[src/rtl/stg5wb_commit_pkg.sv]
// Shared datapath sizes, opcode map and write-back class decode used by the WB stage.
`ifndef SIZE_DATA
`define SIZE_DATA 16
`endif
`ifndef SIZE_ADDR
`define SIZE_ADDR 16
`endif
`ifndef SIZE_OPC
`define SIZE_OPC 6
`endif

package stg5wb_commit_pkg;

    localparam int OPC_W = `SIZE_OPC;

    localparam logic [OPC_W-1:0] OPC_NOP     = 6'h00;
    localparam logic [OPC_W-1:0] OPC_R_MOV   = 6'h01;
    localparam logic [OPC_W-1:0] OPC_R_ADD   = 6'h02;
    localparam logic [OPC_W-1:0] OPC_R_SUB   = 6'h03;
    localparam logic [OPC_W-1:0] OPC_R_NOT   = 6'h04;
    localparam logic [OPC_W-1:0] OPC_R_AND   = 6'h05;
    localparam logic [OPC_W-1:0] OPC_R_OR    = 6'h06;
    localparam logic [OPC_W-1:0] OPC_R_XOR   = 6'h07;
    localparam logic [OPC_W-1:0] OPC_R_SHL   = 6'h08;
    localparam logic [OPC_W-1:0] OPC_R_SHR   = 6'h09;
    localparam logic [OPC_W-1:0] OPC_RS_ADDs = 6'h0A;
    localparam logic [OPC_W-1:0] OPC_RS_SUBs = 6'h0B;
    localparam logic [OPC_W-1:0] OPC_RS_SHRs = 6'h0C;
    localparam logic [OPC_W-1:0] OPC_I_MOVi  = 6'h10;
    localparam logic [OPC_W-1:0] OPC_I_ADDi  = 6'h11;
    localparam logic [OPC_W-1:0] OPC_I_SUBi  = 6'h12;
    localparam logic [OPC_W-1:0] OPC_I_ANDi  = 6'h13;
    localparam logic [OPC_W-1:0] OPC_I_ORi   = 6'h14;
    localparam logic [OPC_W-1:0] OPC_I_XORi  = 6'h15;
    localparam logic [OPC_W-1:0] OPC_I_SHLi  = 6'h16;
    localparam logic [OPC_W-1:0] OPC_I_SHRi  = 6'h17;
    localparam logic [OPC_W-1:0] OPC_IS_MOVis = 6'h18;
    localparam logic [OPC_W-1:0] OPC_IS_ADDis = 6'h19;
    localparam logic [OPC_W-1:0] OPC_IS_SUBis = 6'h1A;
    localparam logic [OPC_W-1:0] OPC_IS_SHRis = 6'h1B;
    localparam logic [OPC_W-1:0] OPC_S_SRMOV = 6'h20;
    localparam logic [OPC_W-1:0] OPC_R_CMP   = 6'h21;
    localparam logic [OPC_W-1:0] OPC_M_ST    = 6'h28;
    localparam logic [OPC_W-1:0] OPC_B_JMP   = 6'h30;
    localparam logic [OPC_W-1:0] OPC_B_BEQ   = 6'h31;
    localparam logic [OPC_W-1:0] OPC_HALT    = 6'h3F;

    typedef enum logic [1:0] {
        WB_NONE = 2'd0,
        WB_GP   = 2'd1,
        WB_SR   = 2'd2
    } wb_kind_e;

    // Compares, stores and branches leave the register files untouched.
    function automatic wb_kind_e wb_kind(input logic [OPC_W-1:0] opc);
        case (opc)
            OPC_R_MOV, OPC_R_ADD, OPC_R_SUB, OPC_R_NOT, OPC_R_AND, OPC_R_OR,
            OPC_R_XOR, OPC_R_SHL, OPC_R_SHR, OPC_RS_ADDs, OPC_RS_SUBs,
            OPC_RS_SHRs, OPC_I_MOVi, OPC_I_ADDi, OPC_I_SUBi, OPC_I_ANDi,
            OPC_I_ORi, OPC_I_XORi, OPC_I_SHLi, OPC_I_SHRi, OPC_IS_MOVis,
            OPC_IS_ADDis, OPC_IS_SUBis, OPC_IS_SHRis: wb_kind = WB_GP;
            OPC_S_SRMOV:                              wb_kind = WB_SR;
            default:                                  wb_kind = WB_NONE;
        endcase
    endfunction

endpackage

[src/rtl/stg5wb_commit_if.sv]
// MA->WB bundle, latched WB bundle and register read ports. ow_retired exists only with WB_RETIRE_CNT_EN.
interface stg5wb_commit_if #(
    parameter int DATA_W = `SIZE_DATA,
    parameter int ADDR_W = `SIZE_ADDR,
    parameter int GP_IW  = 4,
    parameter int SR_IW  = 2
);
    localparam int OPC_W = stg5wb_commit_pkg::OPC_W;

    logic              iw_valid;
    logic [ADDR_W-1:0] iw_pc;
    logic [DATA_W-1:0] iw_instr;
    logic [OPC_W-1:0]  iw_opc;
    logic [GP_IW-1:0]  iw_tgt_gp;
    logic [SR_IW-1:0]  iw_tgt_sr;
    logic [DATA_W-1:0] iw_result;
    logic              iw_stall;
    logic              iw_flush;

    logic              ow_valid;
    logic [ADDR_W-1:0] ow_pc;
    logic [DATA_W-1:0] ow_instr;
    logic [OPC_W-1:0]  ow_opc;
    logic [GP_IW-1:0]  ow_tgt_gp;
    logic [SR_IW-1:0]  ow_tgt_sr;
    logic [DATA_W-1:0] ow_result;

    logic [GP_IW-1:0]  iw_rd_gp_a;
    logic [GP_IW-1:0]  iw_rd_gp_b;
    logic [SR_IW-1:0]  iw_rd_sr;
    logic [DATA_W-1:0] ow_gp_a;
    logic [DATA_W-1:0] ow_gp_b;
    logic [DATA_W-1:0] ow_sr;

`ifdef WB_RETIRE_CNT_EN
    logic [31:0]       ow_retired;
`endif

    modport master (
`ifdef WB_RETIRE_CNT_EN
        input  ow_retired,
`endif
        output iw_valid, iw_pc, iw_instr, iw_opc, iw_tgt_gp, iw_tgt_sr, iw_result,
        output iw_stall, iw_flush, iw_rd_gp_a, iw_rd_gp_b, iw_rd_sr,
        input  ow_valid, ow_pc, ow_instr, ow_opc, ow_tgt_gp, ow_tgt_sr, ow_result,
        input  ow_gp_a, ow_gp_b, ow_sr
    );

    modport slave (
`ifdef WB_RETIRE_CNT_EN
        output ow_retired,
`endif
        input  iw_valid, iw_pc, iw_instr, iw_opc, iw_tgt_gp, iw_tgt_sr, iw_result,
        input  iw_stall, iw_flush, iw_rd_gp_a, iw_rd_gp_b, iw_rd_sr,
        output ow_valid, ow_pc, ow_instr, ow_opc, ow_tgt_gp, ow_tgt_sr, ow_result,
        output ow_gp_a, ow_gp_b, ow_sr
    );

endinterface

[src/rtl/stg5wb_commit_regfile_2r1w.sv]
// Two-read/one-write register file with write-through bypass; indices at or above DEPTH read 0 and never write.
module regfile_2r1w #(
    parameter int DATA_W = 16,
    parameter int DEPTH  = 16,
    parameter int IW     = 4
) (
    input  logic              clk_i,
    input  logic              rst_i,
    input  logic              we_i,
    input  logic [IW-1:0]     waddr_i,
    input  logic [DATA_W-1:0] wdata_i,
    input  logic [IW-1:0]     raddr_a_i,
    input  logic [IW-1:0]     raddr_b_i,
    output logic [DATA_W-1:0] rdata_a_o,
    output logic [DATA_W-1:0] rdata_b_o
);

    localparam logic [IW:0] DEPTH_L = DEPTH[IW:0];

    logic [DATA_W-1:0] mem_q [DEPTH];
    logic              wr_ok_s;

    assign wr_ok_s = we_i && ({1'b0, waddr_i} < DEPTH_L);

    // Storage array, cleared by reset.
    always_ff @(posedge clk_i) begin
        if (rst_i) begin
            for (int i = 0; i < DEPTH; i++) begin
                mem_q[i] <= '0;
            end
        end else if (wr_ok_s) begin
            mem_q[waddr_i] <= wdata_i;
        end else begin
            mem_q[waddr_i] <= mem_q[waddr_i];
        end
    end

    // Read port A with bypass.
    always_comb begin
        rdata_a_o = '0;
        if ({1'b0, raddr_a_i} >= DEPTH_L) begin
            rdata_a_o = '0;
        end else if (wr_ok_s && (raddr_a_i == waddr_i)) begin
            rdata_a_o = wdata_i;
        end else begin
            rdata_a_o = mem_q[raddr_a_i];
        end
    end

    // Read port B with bypass.
    always_comb begin
        rdata_b_o = '0;
        if ({1'b0, raddr_b_i} >= DEPTH_L) begin
            rdata_b_o = '0;
        end else if (wr_ok_s && (raddr_b_i == waddr_i)) begin
            rdata_b_o = wdata_i;
        end else begin
            rdata_b_o = mem_q[raddr_b_i];
        end
    end

endmodule

[src/rtl/stg5wb_commit.sv]
// Write-back stage: latches the MA bundle and commits it one cycle later to the GP or SR file.
// Optional retire counter on bus.ow_retired when WB_RETIRE_CNT_EN is defined.
module stg5wb_commit
    import stg5wb_commit_pkg::*;
#(
    parameter int DATA_W = `SIZE_DATA,
    parameter int ADDR_W = `SIZE_ADDR,
    parameter int NUM_GP = 16,
    parameter int NUM_SR = 4,
    localparam int GP_IW = (NUM_GP > 1) ? $clog2(NUM_GP) : 1,
    localparam int SR_IW = (NUM_SR > 1) ? $clog2(NUM_SR) : 1
) (
    input logic            iw_clk,
    input logic            iw_rst,
    stg5wb_commit_if.slave bus
);

    localparam logic [SR_IW:0] NUM_SR_L = NUM_SR[SR_IW:0];

    logic              valid_q, valid_d;
    logic [ADDR_W-1:0] pc_q, pc_d;
    logic [DATA_W-1:0] instr_q, instr_d;
    logic [OPC_W-1:0]  opc_q, opc_d;
    logic [GP_IW-1:0]  tgt_gp_q, tgt_gp_d;
    logic [SR_IW-1:0]  tgt_sr_q, tgt_sr_d;
    logic [DATA_W-1:0] result_q, result_d;

    logic [DATA_W-1:0] sr_q [NUM_SR];
    logic [DATA_W-1:0] sr_rd_s;
    logic [DATA_W-1:0] gp_a_s;
    logic [DATA_W-1:0] gp_b_s;

    wb_kind_e kind_s;
    logic     commit_s;
    logic     gp_we_s;
    logic     sr_we_s;

    // A commit is due whenever the latch holds a valid instruction and may advance; flush does not cancel it.
    assign kind_s   = wb_kind(opc_q);
    assign commit_s = valid_q & ~bus.iw_stall & ~iw_rst;
    assign gp_we_s  = commit_s && (kind_s == WB_GP);
    assign sr_we_s  = commit_s && (kind_s == WB_SR) && ({1'b0, tgt_sr_q} < NUM_SR_L);

    // Latch next state: capture when not stalled, flush clears only the valid bit.
    always_comb begin
        pc_d     = pc_q;
        instr_d  = instr_q;
        opc_d    = opc_q;
        tgt_gp_d = tgt_gp_q;
        tgt_sr_d = tgt_sr_q;
        result_d = result_q;
        if (!bus.iw_stall) begin
            pc_d     = bus.iw_pc;
            instr_d  = bus.iw_instr;
            opc_d    = bus.iw_opc;
            tgt_gp_d = bus.iw_tgt_gp;
            tgt_sr_d = bus.iw_tgt_sr;
            result_d = bus.iw_result;
        end else begin
            pc_d     = pc_q;
            result_d = result_q;
        end
        if (bus.iw_flush) begin
            valid_d = 1'b0;
        end else if (!bus.iw_stall) begin
            valid_d = bus.iw_valid;
        end else begin
            valid_d = valid_q;
        end
    end

    // Latch registers.
    always_ff @(posedge iw_clk) begin
        if (iw_rst) begin
            valid_q  <= 1'b0;
            pc_q     <= '0;
            instr_q  <= '0;
            opc_q    <= '0;
            tgt_gp_q <= '0;
            tgt_sr_q <= '0;
            result_q <= '0;
        end else begin
            valid_q  <= valid_d;
            pc_q     <= pc_d;
            instr_q  <= instr_d;
            opc_q    <= opc_d;
            tgt_gp_q <= tgt_gp_d;
            tgt_sr_q <= tgt_sr_d;
            result_q <= result_d;
        end
    end

    regfile_2r1w #(
        .DATA_W (DATA_W),
        .DEPTH  (NUM_GP),
        .IW     (GP_IW)
    ) u_gp (
        .clk_i     (iw_clk),
        .rst_i     (iw_rst),
        .we_i      (gp_we_s),
        .waddr_i   (tgt_gp_q),
        .wdata_i   (result_q),
        .raddr_a_i (bus.iw_rd_gp_a),
        .raddr_b_i (bus.iw_rd_gp_b),
        .rdata_a_o (gp_a_s),
        .rdata_b_o (gp_b_s)
    );

    // Special registers.
    always_ff @(posedge iw_clk) begin
        if (iw_rst) begin
            for (int i = 0; i < NUM_SR; i++) begin
                sr_q[i] <= '0;
            end
        end else if (sr_we_s) begin
            sr_q[tgt_sr_q] <= result_q;
        end else begin
            sr_q[tgt_sr_q] <= sr_q[tgt_sr_q];
        end
    end

    // SR read port with bypass of the committing value.
    always_comb begin
        sr_rd_s = '0;
        if ({1'b0, bus.iw_rd_sr} >= NUM_SR_L) begin
            sr_rd_s = '0;
        end else if (sr_we_s && (bus.iw_rd_sr == tgt_sr_q)) begin
            sr_rd_s = result_q;
        end else begin
            sr_rd_s = sr_q[bus.iw_rd_sr];
        end
    end

`ifdef WB_RETIRE_CNT_EN
    logic [31:0] retired_q, retired_d;

    // Every instruction leaving the latch retires, whether or not it wrote a register.
    always_comb begin
        if (commit_s) begin
            retired_d = retired_q + 32'd1;
        end else begin
            retired_d = retired_q;
        end
    end

    // Retire counter register.
    always_ff @(posedge iw_clk) begin
        if (iw_rst) begin
            retired_q <= 32'd0;
        end else begin
            retired_q <= retired_d;
        end
    end

    assign bus.ow_retired = retired_q;
`endif

    assign bus.ow_valid  = valid_q;
    assign bus.ow_pc     = pc_q;
    assign bus.ow_instr  = instr_q;
    assign bus.ow_opc    = opc_q;
    assign bus.ow_tgt_gp = tgt_gp_q;
    assign bus.ow_tgt_sr = tgt_sr_q;
    assign bus.ow_result = result_q;
    assign bus.ow_gp_a   = gp_a_s;
    assign bus.ow_gp_b   = gp_b_s;
    assign bus.ow_sr     = sr_rd_s;

endmodule

[src/flat_wrapper.sv]
// flat-port wrapper written by rule: the top's interface ports become plain ports
module stg5wb_commit_flat import stg5wb_commit_pkg::*;
#(
    parameter int DATA_W = `SIZE_DATA,
    parameter int ADDR_W = `SIZE_ADDR,
    parameter int NUM_GP = 16,
    parameter int NUM_SR = 4,
    localparam int GP_IW = (NUM_GP > 1) ? $clog2(NUM_GP) : 1,
    localparam int SR_IW = (NUM_SR > 1) ? $clog2(NUM_SR) : 1
)
  (iw_clk, iw_rst, bus_iw_valid, bus_iw_pc, bus_iw_instr, bus_iw_opc, bus_iw_tgt_gp, bus_iw_tgt_sr, bus_iw_result, bus_iw_stall, bus_iw_flush, bus_iw_rd_gp_a, bus_iw_rd_gp_b, bus_iw_rd_sr, bus_ow_valid, bus_ow_pc, bus_ow_instr, bus_ow_opc, bus_ow_tgt_gp, bus_ow_tgt_sr, bus_ow_result, bus_ow_gp_a, bus_ow_gp_b, bus_ow_sr);
  stg5wb_commit_if #(.DATA_W(DATA_W), .ADDR_W(ADDR_W), .GP_IW((4)), .SR_IW((2))) bus_i ();
  input logic iw_clk;
  input logic iw_rst;
  input wire logic [$bits(bus_i.iw_valid)-1:0] bus_iw_valid;
  input wire logic [$bits(bus_i.iw_pc)-1:0] bus_iw_pc;
  input wire logic [$bits(bus_i.iw_instr)-1:0] bus_iw_instr;
  input wire logic [$bits(bus_i.iw_opc)-1:0] bus_iw_opc;
  input wire logic [$bits(bus_i.iw_tgt_gp)-1:0] bus_iw_tgt_gp;
  input wire logic [$bits(bus_i.iw_tgt_sr)-1:0] bus_iw_tgt_sr;
  input wire logic [$bits(bus_i.iw_result)-1:0] bus_iw_result;
  input wire logic [$bits(bus_i.iw_stall)-1:0] bus_iw_stall;
  input wire logic [$bits(bus_i.iw_flush)-1:0] bus_iw_flush;
  input wire logic [$bits(bus_i.iw_rd_gp_a)-1:0] bus_iw_rd_gp_a;
  input wire logic [$bits(bus_i.iw_rd_gp_b)-1:0] bus_iw_rd_gp_b;
  input wire logic [$bits(bus_i.iw_rd_sr)-1:0] bus_iw_rd_sr;
  output wire logic [$bits(bus_i.ow_valid)-1:0] bus_ow_valid;
  output wire logic [$bits(bus_i.ow_pc)-1:0] bus_ow_pc;
  output wire logic [$bits(bus_i.ow_instr)-1:0] bus_ow_instr;
  output wire logic [$bits(bus_i.ow_opc)-1:0] bus_ow_opc;
  output wire logic [$bits(bus_i.ow_tgt_gp)-1:0] bus_ow_tgt_gp;
  output wire logic [$bits(bus_i.ow_tgt_sr)-1:0] bus_ow_tgt_sr;
  output wire logic [$bits(bus_i.ow_result)-1:0] bus_ow_result;
  output wire logic [$bits(bus_i.ow_gp_a)-1:0] bus_ow_gp_a;
  output wire logic [$bits(bus_i.ow_gp_b)-1:0] bus_ow_gp_b;
  output wire logic [$bits(bus_i.ow_sr)-1:0] bus_ow_sr;
  assign bus_i.iw_valid = bus_iw_valid;
  assign bus_i.iw_pc = bus_iw_pc;
  assign bus_i.iw_instr = bus_iw_instr;
  assign bus_i.iw_opc = bus_iw_opc;
  assign bus_i.iw_tgt_gp = bus_iw_tgt_gp;
  assign bus_i.iw_tgt_sr = bus_iw_tgt_sr;
  assign bus_i.iw_result = bus_iw_result;
  assign bus_i.iw_stall = bus_iw_stall;
  assign bus_i.iw_flush = bus_iw_flush;
  assign bus_i.iw_rd_gp_a = bus_iw_rd_gp_a;
  assign bus_i.iw_rd_gp_b = bus_iw_rd_gp_b;
  assign bus_i.iw_rd_sr = bus_iw_rd_sr;
  assign bus_ow_valid = bus_i.ow_valid;
  assign bus_ow_pc = bus_i.ow_pc;
  assign bus_ow_instr = bus_i.ow_instr;
  assign bus_ow_opc = bus_i.ow_opc;
  assign bus_ow_tgt_gp = bus_i.ow_tgt_gp;
  assign bus_ow_tgt_sr = bus_i.ow_tgt_sr;
  assign bus_ow_result = bus_i.ow_result;
  assign bus_ow_gp_a = bus_i.ow_gp_a;
  assign bus_ow_gp_b = bus_i.ow_gp_b;
  assign bus_ow_sr = bus_i.ow_sr;
  stg5wb_commit #(.DATA_W(DATA_W), .ADDR_W(ADDR_W), .NUM_GP(NUM_GP), .NUM_SR(NUM_SR)) u_core (.iw_clk(iw_clk), .iw_rst(iw_rst), .bus(bus_i));
endmodule
[config.mk]
export PLATFORM = sky130hd
export DESIGN_NAME = stg5wb_commit_flat
export DESIGN_NICKNAME = d
export VERILOG_FILES = /design/src/rtl/stg5wb_commit_pkg.sv /design/src/rtl/stg5wb_commit_if.sv /design/src/rtl/stg5wb_commit_regfile_2r1w.sv /design/src/rtl/stg5wb_commit.sv /design/src/flat_wrapper.sv
export SDC_FILE = /design/constraint.sdc
export NUM_CORES = 1
export LEC_CHECK = 0
export BUFFER_PORTS_ARGS = -buffer_cell sky130_fd_sc_hd__buf_4
export CORE_ASPECT_RATIO = 0.6
export CORE_MARGIN = 3
export CORE_UTILIZATION = 50
export DETAILED_ROUTE_END_ITERATION = 8
export GPL_ROUTABILITY_DRIVEN = 0
export GPL_TIMING_DRIVEN = 1
export PLACE_DENSITY = 0.74
export SLEW_MARGIN = 20
export SYNTH_ARGS = -nofsm -noshare
export SYNTH_HDL_FRONTEND = slang
export SYNTH_SLANG_ARGS = --single-unit
[constraint.sdc]
create_clock -name iw_clk -period 2.6 [get_ports iw_clk]
set_input_delay 0.39 -clock iw_clk [delete_from_list [all_inputs] [get_ports iw_clk]]
set_output_delay 0.39 -clock iw_clk [all_outputs]
set_load 0.01 [all_outputs]
Yosys cells after proc, flatten, opt, wreduce, memory -nomap -nowiden
Memory sizes are Yosys's and may differ from the RTL's. A register that Yosys moved wholly into a read port is not among the register bits. Cells that the tools add are included.

Equality and inequality tests: 7. Muxes and demuxes: 27. Bitwise logic cells: 6. Reductions and logical operators: 10.

Operator list (count): 16-bit 2-to-1 mux (7); 16-bit OR reduction (2); 1-bit 2-to-1 mux (16); 6-bit 2-to-1 mux (2); 4-bit == test (2); 1-bit logical AND (5); 4-bit 2-to-1 mux (1); 2-bit AND reduction (2); 1-bit AND (2); 2-bit by 1-bit == test with 1-bit output (second input constant) (1); 2-bit == test (1); 2-bit == test (second input constant) (1); 2-bit 2-to-1 mux (1); 0-bit inequality test (2); 1-bit inverter (2); 1-bit OR (2); 2-bit OR reduction (1).

Bits in registers: 61. Bits in writable memories: 320. ROM bits: 128. Input port bits: 75. Output and inout bits: 109. Word-level logic and storage cells: 60. Memories kept: 3.

Memory list: u_core.u_gp.mem_q (depth 16, width 16, read ports 2, clocked after Yosys merged registers in 0, write ports 16, RTL line stg5wb_commit_regfile_2r1w.sv:20) `logic [DATA_W-1:0] mem_q [DEPTH];`; (no name shown) (depth 64, width 2, read ports 1, clocked after Yosys merged registers in 1, write ports 0, RTL line stg5wb_commit_pkg.sv:56) `case (opc)`; u_core.sr_q (depth 4, width 16, read ports 1, clocked after Yosys merged registers in 0, write ports 4, RTL line stg5wb_commit.sv:28) `logic [DATA_W-1:0] sr_q [NUM_SR];`.

Logic depth before layout (Yosys ltp)
Word-level depth: 11. Mapped depth: 7. Depth with buffers taken out: 4.

Hierarchy
From an unflattened synthesis, not the netlist that was laid out.

Cells, all modules: 1293. Area total of the unflattened synthesis: 19626.3 µm².

By module, submodules not included: regfile_2r1w (times used 1, cells each 897, area each 14254.9 µm², seq. area each 7687.4 µm²); stg5wb_commit (times used 1, cells each 396, area each 5371.4 µm², seq. area each 3183.1 µm²).

Worst setup path before layout
Ideal clock, no wire load.

Path type: in2out. Start: input bus_iw_stall. End: output bus_ow_gp_a[10]. Data arrival time: 1808 ps. Required time: 2210 ps. Path slack: 402 ps. Cell stages on the path: 6. Buffers on the path: 2. Path through: buf_6 nor3b_4 nand2_4 nor2_2 buf_4 mux2_2.

Word-level cells in the longest chain between the ends: 6.

RTL lines: from (decl) (RTL line flat_wrapper.sv:22) `input wire logic [$bits(bus_i.iw_stall)-1:0] bus_iw_stall;`; 1-bit inverter (RTL line stg5wb_commit.sv:40) `assign commit_s = valid_q & ~bus.iw_stall & ~iw_rst;`; 1-bit AND (2 in a row) (RTL line stg5wb_commit.sv:40); 1-bit logical AND (RTL line stg5wb_commit.sv:41) `assign gp_we_s = commit_s && (kind_s == WB_GP);`; 1-bit logical AND (RTL line stg5wb_commit_regfile_2r1w.sv:43) `end else if (wr_ok_s && (raddr_a_i == waddr_i)) begin`; 16-bit 2-to-1 mux (RTL line stg5wb_commit_regfile_2r1w.sv:43); to (decl) (RTL line flat_wrapper.sv:34) `output wire logic [$bits(bus_i.ow_gp_a)-1:0] bus_ow_gp_a;`.

Every way passes these cells.

==> results.cfg <==
[sta]
fmax_mhz = 375.9
hold_viol_final = 0
final_max_slew_viol_count = 0
worstMarginPinSlew_ns = 1.074
fin_ws_ns = -0.06014
setup_viol = 26
fin_crit_sh_pct = 102.3
setup-tns-final_ns = -0.6950
rsz0062_at_grt = yes
layout_min_cycle_time_ns = 2.660
slew_headroom_pct = 28.40
clock-skew-final_ns = 0.02606

[worst_hold_path]
hp-class = input port to register

[critical_path]
crit_fanout = 2
cp-end-kind = output port
required_ns = 2.21
crit_type = register to output port
crit_arrival_ns = 2.27
cp-start-kind = register

[yosys]
ys_seq_elements = 383
synth.avg_cell_area_um2 = 15.03
yosys_warnings = 0
ys.flop_type = edfxtp_1
syn-instance-count = 1304
synth_nets = 1379
synth_area_um2 = 19600
async_reset_ff_share_pct = 0
ys_types = 35
synth_edf_count = 320
synth-seq-area-share_pct = 55.47

[floorplanning]
die_w_um = 261.6
die-height_um = 159.4
initial_core_util_pct = 51.31
core_area_um2 = 38190
die-area_um2 = 41680
rows = 55
ios = 184

[pwr]
powerDensity_nw_per_um2 = 606.1
p_leak_uw = 0.009482
vdd_drop_max_mv = 0.5026

[grt]
grt_max_degree = 84
grt_usage_pct = 26.22
grt_pass1_wl_mm = 80.96
grt_overflow = 0
antenna_found_initial = 0
grt_pass1_vias = 12450

[cts]
clockBufferDepth = 3
clock_latency_ns = 0.57
cts-root-buf = clkbuf_16
cts_inserted_buffers = 38
cts_tree = done
cts_sinks = 383
clk_pin_slew_ns = 0.06
htreeDepth = 2

[status]
violations = setup timing
status = finished, violations left

[final_layout]
syn2layout_area_growth_pct = 22.72
final_cell_mix = and2_1 (320), edfxtp_1 (320), buf_4 (236)
drive_gt1_share_pct = 39.47
fillers = 2733
antenna_cells = 0
fin_cells = 2071
layout.nets = 1603

[routing]
post_drt_wl_per_cell_um = 26.56
drc = 0
vias = 12390
drt_iter0_drc = 1137
ant_nets = 0
via_per_inst = 5.983
totalWireLength_mm = 55.00
first_pass_iters = 5

[place]
place_hpwl_mm = 36.46
io_buffers = 183
dpl.cell_count = 1990

[run]
maxCapViolations = 0
## worst paths after layout
| kind | start | cells after the start | slack [ns] | endpoint |
|---|---|---|---|---|
| worst max register to register | u_core.bus.ow_valid$_SDFFE_PP0N_ | 8 | 0.51 | u_core.u_gp.mem_q[8][0]$_SDFFCE_PN0P_ |
| worst max-delay path | u_core.u_gp.mem_q[6][13]$_SDFFCE_PN0P_ | 5 | -0.06 | bus_ow_gp_a[13] |
| worst min register to register | u_core.bus.ow_pc[10]$_SDFFE_PP0N_ | 2 | 0.50 | u_core.bus.ow_pc[10]$_SDFFE_PP0N_ |
| worst min-delay path | bus_iw_result[13] | 3 | 0.06 | u_core.bus.ow_result[13]$_SDFFE_PP0N_ |
## cells by family after synthesis
logic type / synth area share, %
simple gates: 13.76
flops: 55.47
mux: 27.33
buf+inv: 2.879
xor+xnor: 0.4469
compound gates: 0.1213
## cell type report
type	count	area, µm²	area share, %
tap	513	641.9	2.669
clock inverter	24	241.5	1.004
inverter	1	3.754	0.01561
clock buffer	46	991.0	4.120
sequential	383	10880	45.26
timing repair buffer	303	2798	11.63
multi-input combinational	801	8491	35.30
## synth_stat cells, drive strengths merged, types with 5 or more instances
library cell / instances / area [µm²]
and2: 320 / 2002
buf: 45 / 276.5
clkbuf: 75 / 284.0
dfxtp: 63 / 1261
edfxtp: 320 / 9609
mux2: 48 / 540.5
mux2i: 157 / 1572
mux4: 144 / 3243
nor2: 72 / 275.3
nor3: 5 / 40.04
or2: 20 / 125.1
xnor2: 10 / 87.58
## registers in the layout, summed over array words and instances (netlist names)
name	cells
u_core.bus.ow_valid	1
u_core.bus.ow_opc	6
u_core.u_gp.mem_q	256
u_core.bus.ow_instr	16
u_core.sr_q	64
u_core.bus.ow_result	16
u_core.kind_s	2
u_core.bus.ow_tgt_gp	4
u_core.bus.ow_tgt_sr	2
u_core.bus.ow_pc	16
## metrics by stage
stage	area, µm²	hold slack [ns]	total power [µW]	worst slack, ns	utilization [%]
floorplan	19600	0.4668	8101	0.4025	-
global placement	22230	0.4753	8940	0.002468	58.20
detailed placement	22230	0.4881	8978	-0.006721	58.20
CTS	23790	0.04058	14600	-0.06488	62.30
global route	24050	0.05348	15030	-0.1520	62.97
finish	24050	0.06102	14580	-0.06014	62.97
## where the power goes
group | total (µW) | switching (µW) | internal, µW
Sequential | 7060 | 200 | 6860
Combinational | 1960 | 933 | 1030
Clock | 5550 | 2480 | 3070
## worst max-delay path: stages, from the launching register on
cell and delay (ns):
edfxtp_1 0.41, mux4_2 0.51, mux2i_4 0.24, mux2i_1 0.12, mux2_4 0.30, buf_6 0.13
## per-layer routing
metal	global-route usage (%)	vias to the layer above	wire length (µm)
met3	7.598	81	5696
li1	-	5321	-
met4	5.939	0	1197
met2	40.22	630	25590
met5	0	-	0
met1	37.36	6359	22510
## timing repair
| action | 4_1_cts | 5_1_grt |
|---|---|---|
| buffers inserted | 2 | 5 |
| gates resized for setup | 74 | 36 |
| cloned | 1 | 2 |
| endpoints found under the setup margin | 47 | 40 |
| endpoints found under the hold margin | 1 | 0 |
| hold buffers | 1 | 0 |
| pin swaps | 3 | 3 |
(Power assumes the default switching activity.)
